`src/rtl/wb_stage_pkg.sv`:
```
// rtl/wb_stage_pkg.sv - shared constants and types for the RV32I writeback stage
//
// Purpose: result-source selects, load funct3 codes and the writeback FSM
// state type, shared by wb_stage, its interface and load_ext.
// Ports: none (package).

package wb_stage_pkg;

  localparam int XLEN = 32;

  // Result source select carried from MEM into WB. Code 3 is reserved and
  // behaves exactly like ALU.
  localparam logic [1:0] WB_SEL_ALU  = 2'd0;
  localparam logic [1:0] WB_SEL_LOAD = 2'd1;
  localparam logic [1:0] WB_SEL_PC4  = 2'd2;

  // RV32I load funct3 encodings. Anything else is treated as LW.
  localparam logic [2:0] F3_LB  = 3'b000;
  localparam logic [2:0] F3_LH  = 3'b001;
  localparam logic [2:0] F3_LW  = 3'b010;
  localparam logic [2:0] F3_LBU = 3'b100;
  localparam logic [2:0] F3_LHU = 3'b101;

  typedef enum logic [1:0] {
    ST_EMPTY     = 2'd0,
    ST_WAIT_LOAD = 2'd1,
    ST_READY     = 2'd2
  } wb_state_e;

  function automatic logic is_load(input logic [1:0] wb_sel);
    return wb_sel == WB_SEL_LOAD;
  endfunction

endpackage

```
`src/rtl/wb_stage_if.sv`:
```
// rtl/wb_stage_if.sv - MEM/WB handshake, data-memory response and rf write bundle
//
// Purpose: groups every non-clock/reset signal of wb_stage.
// Ports (signals):
//   i_valid/o_ready           MEM -> WB handshake
//   i_rd_wen, i_rd_waddr      destination register of the offered instruction
//   i_wb_sel                  result source (ALU / LOAD / PC4 / reserved)
//   i_alu_result, i_pc_plus4  candidate results
//   i_load_funct3, i_addr_lo  load type and effective address bits [1:0]
//   i_dmem_rvalid/i_dmem_rdata data-memory read response
//   o_rd_wen/o_rd_waddr/o_rd_wdata register file write port
//   o_retire                  one-cycle pulse per retired instruction
//   o_load_pending            held entry is a load awaiting data
//   o_pending_rd              rd of the held entry
// Modports: master = upstream/environment side, slave = wb_stage.

interface wb_stage_if;
  import wb_stage_pkg::*;

  logic             i_valid;
  logic             o_ready;
  logic             i_rd_wen;
  logic [4:0]       i_rd_waddr;
  logic [1:0]       i_wb_sel;
  logic [XLEN-1:0]  i_alu_result;
  logic [XLEN-1:0]  i_pc_plus4;
  logic [2:0]       i_load_funct3;
  logic [1:0]       i_addr_lo;
  logic             i_dmem_rvalid;
  logic [XLEN-1:0]  i_dmem_rdata;
  logic             o_rd_wen;
  logic [4:0]       o_rd_waddr;
  logic [XLEN-1:0]  o_rd_wdata;
  logic             o_retire;
  logic             o_load_pending;
  logic [4:0]       o_pending_rd;

  modport master (
    output i_valid, i_rd_wen, i_rd_waddr, i_wb_sel, i_alu_result, i_pc_plus4,
           i_load_funct3, i_addr_lo, i_dmem_rvalid, i_dmem_rdata,
    input  o_ready, o_rd_wen, o_rd_waddr, o_rd_wdata, o_retire,
           o_load_pending, o_pending_rd
  );

  modport slave (
    input  i_valid, i_rd_wen, i_rd_waddr, i_wb_sel, i_alu_result, i_pc_plus4,
           i_load_funct3, i_addr_lo, i_dmem_rvalid, i_dmem_rdata,
    output o_ready, o_rd_wen, o_rd_waddr, o_rd_wdata, o_retire,
           o_load_pending, o_pending_rd
  );

endinterface

```
`src/rtl/load_ext.sv`:
```
// rtl/load_ext.sv - RV32I load byte/half extraction and sign/zero extension
//
// Purpose: turns a raw aligned memory word into the architectural load value.
// Ports:
//   rdata   in  32  raw aligned word from data memory
//   funct3  in  3   load type (LB/LH/LW/LBU/LHU, others behave as LW)
//   addr_lo in  2   effective address bits [1:0]
//   data    out 32  extended load result

module load_ext
  import wb_stage_pkg::*;
(
  input  logic [XLEN-1:0] rdata,
  input  logic [2:0]      funct3,
  input  logic [1:0]      addr_lo,
  output logic [XLEN-1:0] data
);

  logic [7:0]  byte_sel;
  logic [15:0] half_sel;

  always_comb begin
    byte_sel = rdata[7:0];
    case (addr_lo)
      2'd0: byte_sel = rdata[7:0];
      2'd1: byte_sel = rdata[15:8];
      2'd2: byte_sel = rdata[23:16];
      2'd3: byte_sel = rdata[31:24];
      default: byte_sel = rdata[7:0];
    endcase
  end

  // Halfword loads only look at bit 1; a misaligned bit 0 is ignored.
  assign half_sel = addr_lo[1] ? rdata[31:16] : rdata[15:0];

  always_comb begin
    data = rdata;
    case (funct3)
      F3_LB:   data = {{24{byte_sel[7]}}, byte_sel};
      F3_LBU:  data = {24'd0, byte_sel};
      F3_LH:   data = {{16{half_sel[15]}}, half_sel};
      F3_LHU:  data = {16'd0, half_sel};
      default: data = rdata;
    endcase
  end

endmodule

```
`src/rtl/wb_stage.sv`:
```
// rtl/wb_stage.sv - RV32I writeback stage driving the register file write port
//
// Purpose: holds one MEM/WB entry, waits for variable-latency load data,
// extends loads and presents a registered rf write plus a retire pulse.
// Ports:
//   i_clk  in  clock
//   i_rst  in  synchronous active-high reset
//   bus    wb_stage_if.slave (handshake, results, dmem response, rf write,
//          retire, load-pending/pending-rd hazard info)

module wb_stage
  import wb_stage_pkg::*;
(
  input  logic      i_clk,
  input  logic      i_rst,
  wb_stage_if.slave bus
);

  wb_state_e       state;
  logic            entry_wen;
  logic [4:0]      entry_rd;
  logic [2:0]      entry_funct3;
  logic [1:0]      entry_addr_lo;
  logic [XLEN-1:0] entry_data;

  logic            rf_wen_q;
  logic            retire_q;
  logic            load_pending_q;

  logic            accept;
  logic [XLEN-1:0] load_data;
  logic [XLEN-1:0] direct_result;

  // Only a load still waiting for memory blocks the upstream stage; a READY
  // entry is written this cycle, so a new instruction may replace it.
  assign bus.o_ready = (state != ST_WAIT_LOAD);
  assign accept      = bus.i_valid && bus.o_ready;

  assign direct_result = (bus.i_wb_sel == WB_SEL_PC4) ? bus.i_pc_plus4
                                                      : bus.i_alu_result;

  // Extraction uses the funct3/addr_lo captured with the load, since the
  // upstream inputs have moved on by the time data returns.
  load_ext u_load_ext (
    .rdata   (bus.i_dmem_rdata),
    .funct3  (entry_funct3),
    .addr_lo (entry_addr_lo),
    .data    (load_data)
  );

  always_ff @(posedge i_clk) begin
    if (i_rst) begin
      state          <= ST_EMPTY;
      entry_wen      <= 1'b0;
      entry_rd       <= 5'd0;
      entry_funct3   <= 3'd0;
      entry_addr_lo  <= 2'd0;
      entry_data     <= '0;
      rf_wen_q       <= 1'b0;
      retire_q       <= 1'b0;
      load_pending_q <= 1'b0;
    end else if (accept) begin
      entry_wen     <= bus.i_rd_wen;
      entry_rd      <= bus.i_rd_waddr;
      entry_funct3  <= bus.i_load_funct3;
      entry_addr_lo <= bus.i_addr_lo;
      if (is_load(bus.i_wb_sel)) begin
        state          <= ST_WAIT_LOAD;
        rf_wen_q       <= 1'b0;
        retire_q       <= 1'b0;
        load_pending_q <= 1'b1;
      end else begin
        state          <= ST_READY;
        entry_data     <= direct_result;
        rf_wen_q       <= bus.i_rd_wen && (bus.i_rd_waddr != 5'd0);
        retire_q       <= 1'b1;
        load_pending_q <= 1'b0;
      end
    end else begin
      case (state)
        ST_WAIT_LOAD: begin
          if (bus.i_dmem_rvalid) begin
            state          <= ST_READY;
            entry_data     <= load_data;
            rf_wen_q       <= entry_wen && (entry_rd != 5'd0);
            retire_q       <= 1'b1;
            load_pending_q <= 1'b0;
          end
        end
        ST_READY: begin
          state    <= ST_EMPTY;
          rf_wen_q <= 1'b0;
          retire_q <= 1'b0;
        end
        default: begin
          state    <= ST_EMPTY;
          rf_wen_q <= 1'b0;
          retire_q <= 1'b0;
        end
      endcase
    end
  end

  assign bus.o_rd_wen       = rf_wen_q;
  assign bus.o_rd_waddr     = entry_rd;
  assign bus.o_rd_wdata     = entry_data;
  assign bus.o_retire       = retire_q;
  assign bus.o_load_pending = load_pending_q;
  assign bus.o_pending_rd   = entry_rd;

endmodule

```
`src/flat_wrapper.sv`:
```
// flat-port wrapper written by rule: the top's interface ports become plain ports
module wb_stage_flat import wb_stage_pkg::*;
  (i_clk, i_rst, bus_i_valid, bus_i_rd_wen, bus_i_rd_waddr, bus_i_wb_sel, bus_i_alu_result, bus_i_pc_plus4, bus_i_load_funct3, bus_i_addr_lo, bus_i_dmem_rvalid, bus_i_dmem_rdata, bus_o_ready, bus_o_rd_wen, bus_o_rd_waddr, bus_o_rd_wdata, bus_o_retire, bus_o_load_pending, bus_o_pending_rd);
  wb_stage_if bus_i ();
  input  logic i_clk;
  input  logic i_rst;
  input wire logic [$bits(bus_i.i_valid)-1:0] bus_i_valid;
  input wire logic [$bits(bus_i.i_rd_wen)-1:0] bus_i_rd_wen;
  input wire logic [$bits(bus_i.i_rd_waddr)-1:0] bus_i_rd_waddr;
  input wire logic [$bits(bus_i.i_wb_sel)-1:0] bus_i_wb_sel;
  input wire logic [$bits(bus_i.i_alu_result)-1:0] bus_i_alu_result;
  input wire logic [$bits(bus_i.i_pc_plus4)-1:0] bus_i_pc_plus4;
  input wire logic [$bits(bus_i.i_load_funct3)-1:0] bus_i_load_funct3;
  input wire logic [$bits(bus_i.i_addr_lo)-1:0] bus_i_addr_lo;
  input wire logic [$bits(bus_i.i_dmem_rvalid)-1:0] bus_i_dmem_rvalid;
  input wire logic [$bits(bus_i.i_dmem_rdata)-1:0] bus_i_dmem_rdata;
  output wire logic [$bits(bus_i.o_ready)-1:0] bus_o_ready;
  output wire logic [$bits(bus_i.o_rd_wen)-1:0] bus_o_rd_wen;
  output wire logic [$bits(bus_i.o_rd_waddr)-1:0] bus_o_rd_waddr;
  output wire logic [$bits(bus_i.o_rd_wdata)-1:0] bus_o_rd_wdata;
  output wire logic [$bits(bus_i.o_retire)-1:0] bus_o_retire;
  output wire logic [$bits(bus_i.o_load_pending)-1:0] bus_o_load_pending;
  output wire logic [$bits(bus_i.o_pending_rd)-1:0] bus_o_pending_rd;
  assign bus_i.i_valid = bus_i_valid;
  assign bus_i.i_rd_wen = bus_i_rd_wen;
  assign bus_i.i_rd_waddr = bus_i_rd_waddr;
  assign bus_i.i_wb_sel = bus_i_wb_sel;
  assign bus_i.i_alu_result = bus_i_alu_result;
  assign bus_i.i_pc_plus4 = bus_i_pc_plus4;
  assign bus_i.i_load_funct3 = bus_i_load_funct3;
  assign bus_i.i_addr_lo = bus_i_addr_lo;
  assign bus_i.i_dmem_rvalid = bus_i_dmem_rvalid;
  assign bus_i.i_dmem_rdata = bus_i_dmem_rdata;
  assign bus_o_ready = bus_i.o_ready;
  assign bus_o_rd_wen = bus_i.o_rd_wen;
  assign bus_o_rd_waddr = bus_i.o_rd_waddr;
  assign bus_o_rd_wdata = bus_i.o_rd_wdata;
  assign bus_o_retire = bus_i.o_retire;
  assign bus_o_load_pending = bus_i.o_load_pending;
  assign bus_o_pending_rd = bus_i.o_pending_rd;
  wb_stage u_core (.i_clk(i_clk), .i_rst(i_rst), .bus(bus_i));
endmodule
```
`config.mk`:
```
export PLATFORM = sky130hd
export DESIGN_NAME = wb_stage_flat
export DESIGN_NICKNAME = d
export VERILOG_FILES = /design/src/rtl/wb_stage_pkg.sv /design/src/rtl/wb_stage_if.sv /design/src/rtl/load_ext.sv /design/src/rtl/wb_stage.sv /design/src/flat_wrapper.sv
export SDC_FILE = /design/constraint.sdc
export NUM_CORES = 1
export LEC_CHECK = 0
export BUFFER_PORTS_ARGS = -buffer_cell sky130_fd_sc_hd__buf_2
export CORE_MARGIN = 4
export CORE_UTILIZATION = 30
export CTS_CLUSTER_DIAMETER = 30
export DETAILED_ROUTE_END_ITERATION = 12
export SLEW_MARGIN = 20
export SYNTH_ARGS = -nofsm -noshare
export SYNTH_HDL_FRONTEND = slang
export SYNTH_SLANG_ARGS = --single-unit
```
`constraint.sdc`:
```
create_clock -name i_clk -period 2.9 [get_ports i_clk]
set_input_delay 0.145 -clock i_clk [delete_from_list [all_inputs] [get_ports i_clk]]
set_output_delay 0.145 -clock i_clk [all_outputs]
set_load 0.005 [all_outputs]
```
=== Word-level counts from Yosys, hierarchy flattened ===
Index checks and enable logic that the tools add are counted.

* Word-level logic and storage cells: 56
* Output and inout port bits: 46
* Bits in registers: 48
* Bits of input ports: 113

* Equal/unequal tests: 12
* Mux-type cells: 24
* Reductions and logical operators: 11

{| class="wikitable"
|+ Operators with widths
! operator !! number
|-
| 32-bit 2-to-1 mux || 5
|-
| 32-bit one-hot mux with 4 select lines || 1
|-
| 8-bit one-hot mux with 4 select lines || 1
|-
| 16-bit 2-to-1 mux || 1
|-
| 1-bit 2-to-1 mux || 12
|-
| 5-bit nonzero test || 2
|-
| 2-bit 2-to-1 mux || 4
|-
| 2-bit by 1-bit equality test with 1-bit output, second input constant || 3
|-
| 2-bit equality test, second input constant || 3
|-
| 3-bit equality test, second input constant || 2
|-
| 2-bit nonzero test || 2
|-
| 3-bit by 1-bit equality test with 1-bit output, second input constant || 1
|-
| 1-bit logical AND || 3
|-
| 3-bit logical NOT || 1
|-
| 3-bit by 2-bit inequality test with 1-bit output, second input constant || 1
|-
| 3-bit AND reduction || 1
|-
| 2-bit logical NOT || 1
|-
| 2-bit by 1-bit inequality test with 1-bit output, second input constant || 1
|-
| 2-bit inequality test, second input constant || 1
|-
| 2-bit AND reduction || 1
|}

=== Longest topological paths before layout ===
* Word-level depth: 6
* Mapped depth: 7

=== Modules after synthesis ===
A second synthesis with hierarchy kept.

* Cells, all modules: 439
* Area, all modules: 3,069.2 µm²

{| class="wikitable"
|+ By module, submodules not included
! module !! area each (µm²) !! instances !! cells each
|-
| wb_stage || 2,401.1 || 1 || 328
|-
| load_ext || 668.1 || 1 || 111
|}

=== Worst setup path after synthesis ===
OpenSTA, ideal clock, no wires.

* Path kind: register to register
* Start point: reg u_core.entry_addr_lo[1]
* End point: reg u_core.entry_data[21], in the netlist u_core.bus.o_rd_wdata[21]
* Clock period less this slack: 1.769 ns
* Setup slack: 1.131 ns
* Path buffers: 2
* Data arrival time: 1.622 ns
* Stages on the path, launching flop included: 7
* Library setup time: 0.146 ns
* Data required time: 2.754 ns
* Cells stage by stage: dfxtp_1 -> buf_6 -> mux4_2 -> o221a_4 -> nor2_4 -> buf_12 -> a2111oi_2

* Longest elaborated chain between the ends: 6

{| class="wikitable"
|+ Ends and longest elaborated chain
! element !! RTL line !! RTL
|-
| start: declaration || wb_stage.sv:23 || <nowiki>logic [1:0] entry_addr_lo;</nowiki>
|-
| start signal: assignment || wb_stage.sv:66 || <nowiki>entry_addr_lo <= bus.i_addr_lo;</nowiki>
|-
| 2-bit equality test (tied with other cells) || load_ext.sv:24 || <nowiki>case (addr_lo)</nowiki>
|-
| 8-bit one-hot mux with 4 select lines || load_ext.sv:24 ||
|-
| 32-bit one-hot mux with 4 select lines * || load_ext.sv:38 || <nowiki>case (funct3)</nowiki>
|-
| 32-bit 2-to-1 mux * || wb_stage.sv:82 || <nowiki>if (bus.i_dmem_rvalid) begin</nowiki>
|-
| 32-bit 2-to-1 mux * || wb_stage.sv:80 || <nowiki>case (state)</nowiki>
|-
| 32-bit 2-to-1 mux * || wb_stage.sv:62 || <nowiki>end else if (accept) begin</nowiki>
|-
| end signal: assignment || wb_stage.sv:74 || <nowiki>entry_data <= direct_result;</nowiki>
|-
| end signal: assignment || wb_stage.sv:84 || <nowiki>entry_data <= load_data;</nowiki>
|-
| end: declaration || wb_stage.sv:24 || <nowiki>logic [XLEN-1:0] entry_data;</nowiki>
|}

Mark *: on every way between the ends. The rest lies on a longest branch, timed or not. The select of a mux whose other input is x is not followed.
A chain may end at the register's enable or synchronous reset.

=== Worst setup path in the final report ===
* Start point: reg u_core.state[1]
* End point: reg u_core.entry_data[29], in the netlist u_core.bus.o_rd_wdata[29]

* Longest elaborated chain between the ends: 4

{| class="wikitable"
|+ Ends and longest elaborated chain
! element !! RTL line !! RTL
|-
| start: declaration || wb_stage.sv:19 || <nowiki>wb_state_e state;</nowiki>
|-
| start signal: assignment || wb_stage.sv:53 || <nowiki>state <= ST_EMPTY;</nowiki>
|-
| start signal: assignment || wb_stage.sv:68 || <nowiki>state <= ST_WAIT_LOAD;</nowiki>
|-
| start signal: assignment || wb_stage.sv:73 || <nowiki>state <= ST_READY;</nowiki>
|-
| 2-bit by 1-bit inequality test with 1-bit output || wb_stage.sv:36 || <nowiki>assign bus.o_ready = (state != ST_WAIT_LOAD);</nowiki>
|-
| 1-bit logical AND || wb_stage.sv:37 || <nowiki>assign accept = bus.i_valid && bus.o_ready;</nowiki>
|-
| 2-bit inequality test (no source line) or 2-bit nonzero test (tied branches) || - ||
|-
| 3-bit AND reduction (no source line) || - ||
|}

Parallel ways exist; a longest one is shown, timed or not.

==> impl_metrics.csv <==
group,metric,value,unit
die,die_h,109,µm
job,cap_violations,0,
pwr,peakVddDrop,0.000257,V
pwr,p_leak,1.69,nW
global_route,grt_pass1_wl,15900,µm
clock_tree,cts_sinks,47,
synth,synthTopCellsByArea,"dfxtp_1 (31%), a2111oi_0 (6.9%), nand2_1 (6.6%)",
drt,dr.first_iter.drc_count,171,
synth,synth_top_cell_by_area,"dfxtp_1",
pwr,p_comb_frac,0.268,
sta,hold_violations,0,
sta,max_freq,0.426,GHz
sta,clock_skew,0.0105,ns
synth,synthDistinctLibCells,39,
worst_setup_path,cp-end-kind,"flop",
clock_tree,post_cts_buffers,0,
layout,drive_above_1_share,0.395,
sta,tns,0,ns
drt,ant_nets,0,
drt,drc,0,
clock_tree,insertion_delay,0.30,ns
synth,synth_edf_count,0,
synth,ys.flop_type,"dfxtp_1",
drt,drt_wl_total,10800,µm
die,coreArea,9820,µm²
die,io_pins,159,
global_route,overflow,0,
synth,synth_area,3050,µm²
layout,register_area,941,µm²
worst_setup_path,path_class,"reg2reg",
pwr,pwr-share-clk,0.294,
layout,multi_input_area,1860,µm²
clock_tree,tritoncts,"built",
pwr,sequentialPowerShare,0.439,
placement,pre_cts_ws,0.587,ns
global_route,antenna_found_initial,0,
pwr,netSwitchingPower,0.000515,W
synth,yosys_warnings,0,
sta,rsz0062_at_grt,"no",
drt,vias,3302,
synth,synth-async-reset-ratio,0,
worst_setup_path,critPathMaxFanout,13,
sta,setup_slack,0.553,ns
die,rows,36,
sta,setup_viol,0,
status,status,"completed",
die,dieArea,11800,µm²
worst_setup_path,arrival,2.50,ns
layout,area_growth_syn_to_layout,30.5,%
worst_hold_path,hold_class,"in2reg",
pwr,p_int,0.00117,W
sta,fin_crit_sh,0.809,
placement,portBuffers,158,
placement,hpwl,8300,µm
clock_tree,cts.clk_slew.worst_paths,0.10,ns
global_route,grt_pass1_vias,3130,
clock_tree,cts-root-buf,"clkbuf_8",
layout,fin_nets,624,
clock_tree,cts_resized,0,
clock_tree,holdBufCountCts,0,
sta,tightestPinTransition,0.965,ns
layout,nFillCells,1074,
synth,syn_nets,489,
sta,post-route-min-period,2.35,ns
die,die_width,109,µm
sta,maxSlewViolCount,0,
worst_setup_path,critPathLaunchType,"flop",
global_route,grt_start_max_net_pins,50,
die,floorplan.initialDensity,0.311,
drt,drt-pass1-iter-count,4,
clock_tree,clock_path_buffers,2,
synth,syn_inst,376,
drt,via_per_inst,5.11,
global_route,grtUsageTotal,0.172,
worst_setup_path,cp_data_required_time,3.05,ns
clock_tree,numCtsBuffers,5,
synth,synth_top_area_share,0.308,
synth,ys_ff_latch,47,
placement,place_congestion,0.819,
synth,yosysSeqAreaShare,0.308,
clock_tree,htreeDepth,2,
sta,slew-limit-headroom,0.356,
synth,syn_avg_cell_area,8.12,µm²
pwr,switching_share,0.305,
pwr,p_per_area,424,nW/µm²
drt,wire_per_inst,16.7,µm
power by group through the flow:
stage	registers [W]	logic (W)	clock network, W
6_report	0.000740	0.000451	0.000496
5_1_grt	0.000747	0.000502	0.000532
4_1_cts	0.000740	0.000456	0.000507
3_5_place_dp	0.000755	0.000454	0
3_3_place_gp	0.000753	0.000448	0
2_1_floorplan	0.000749	0.000261	0
path summary, 6_finish.rpt:
kind	startpoint	cells after the start	endpoint	slack (ns)
worst min-delay path	bus_i_addr_lo[0]	3	u_core.entry_addr_lo[0]	0.07
worst min register to register	u_core.bus.o_rd_wdata[2]	2	u_core.bus.o_rd_wdata[2]	0.46
worst max register to register	u_core.state[1]	6	u_core.bus.o_rd_wdata[29]	0.55
worst max-delay path	u_core.state[1]	6	u_core.bus.o_rd_wdata[29]	0.55
synth_stat cells (9+ instances only):
library cell	count
nand2_1	54
dfxtp_1	47
a21oi_1	35
nor2_1	33
nor2b_1	26
a2111oi_0	24
buf_2	16
nand3b_1	15
clkbuf_1	14
a2111oi_2	10
inv_1	10
mux2i_1	9
o21ai_0	9
registers in the layout (all words and copies together) (netlist names):
name	count
u_core.entry_addr_lo	2
u_core.bus.o_load_pending	1
u_core.entry_wen	1
u_core.bus.o_rd_wdata	32
u_core.state	2
u_core.entry_funct3	3
u_core.bus.o_pending_rd	5
u_core.bus.o_rd_wen	1
layout make-up:
type,instances,area share
Tap cell,133,0.0418
Antenna cell,1,0.000629
Clock inverter,3,0.0110
Inverter,10,0.00943
Timing Repair Buffer,167,0.216
Clock buffer,5,0.0173
Sequential cell,47,0.236
Multi-Input combinational cell,280,0.468
kinds of logic (layout without fill, tap and decap cells):
group	Yosys count	in the layout	synth area share
AO/OA/AOI/OAI	115	115	0.301
buffers and inverters	49	185	0.0824
flip-flops	47	47	0.308
multiplexers	18	18	0.0664
other	0	1	0
AND/OR/NAND/NOR	147	147	0.242
through the flow:
| step | total power (W) | utilization | instances | hold WS, ns | area, µm² |
|---|---|---|---|---|---|
| floorplan | 0.00101 | - | 376 | 0.281 | 3050 |
| global placement | 0.00120 | 0.394 | 637 | 0.395 | 3870 |
| detailed placement | 0.00121 | 0.394 | 637 | 0.397 | 3870 |
| CTS | 0.00170 | 0.405 | 645 | 0.0664 | 3980 |
| global route | 0.00178 | 0.405 | 645 | 0.0650 | 3980 |
| finish | 0.00169 | 0.405 | 646 | 0.0697 | 3980 |
per-layer routing:
metal	track usage	share of wire
met1	0.223	0.42
met2	0.288	0.48
met3	0.0420	0.085
met4	0.0424	0.011
met5	0	0
worst max-delay path: stages, from the launching register on:
cell and delay, ns:
dfxtp_1 0.35, and2b_1 0.24, inv_1 0.29, nand2_1 0.34, buf_4 0.30, a2111oi_0 0.56, a2111oi_2 0.10
cell usage in the layout (no fill, tap or decap), types with 2 or more instances in the layout:
| master | synthesis | final |
|---|---|---|
| nor2_1 | 33 | 32 |
| a211oi_1 | 8 | 8 |
| o311ai_0 | 7 | 7 |
| mux2_2 | 8 | 8 |
| inv_1 | 10 | 10 |
| a21o_1 | 2 | 2 |
| o21ai_0 | 9 | 9 |
| nor3_1 | 3 | 3 |
| nand3b_1 | 15 | 15 |
| nand2b_1 | 7 | 7 |
| nor2b_1 | 26 | 26 |
| a21oi_1 | 35 | 35 |
| mux2i_1 | 9 | 9 |
| dfxtp_1 | 47 | 47 |
| nand4b_1 | 2 | 2 |
| a2111oi_2 | 10 | 10 |
| clkbuf_8 | 0 | 5 |
| buf_4 | 6 | 9 |
| o221ai_1 | 7 | 7 |
| buf_2 | 16 | 158 |
| a2111oi_0 | 24 | 24 |
| nand2_1 | 54 | 54 |
| o2111ai_1 | 7 | 7 |
Power figures use the tool's default switching activity.
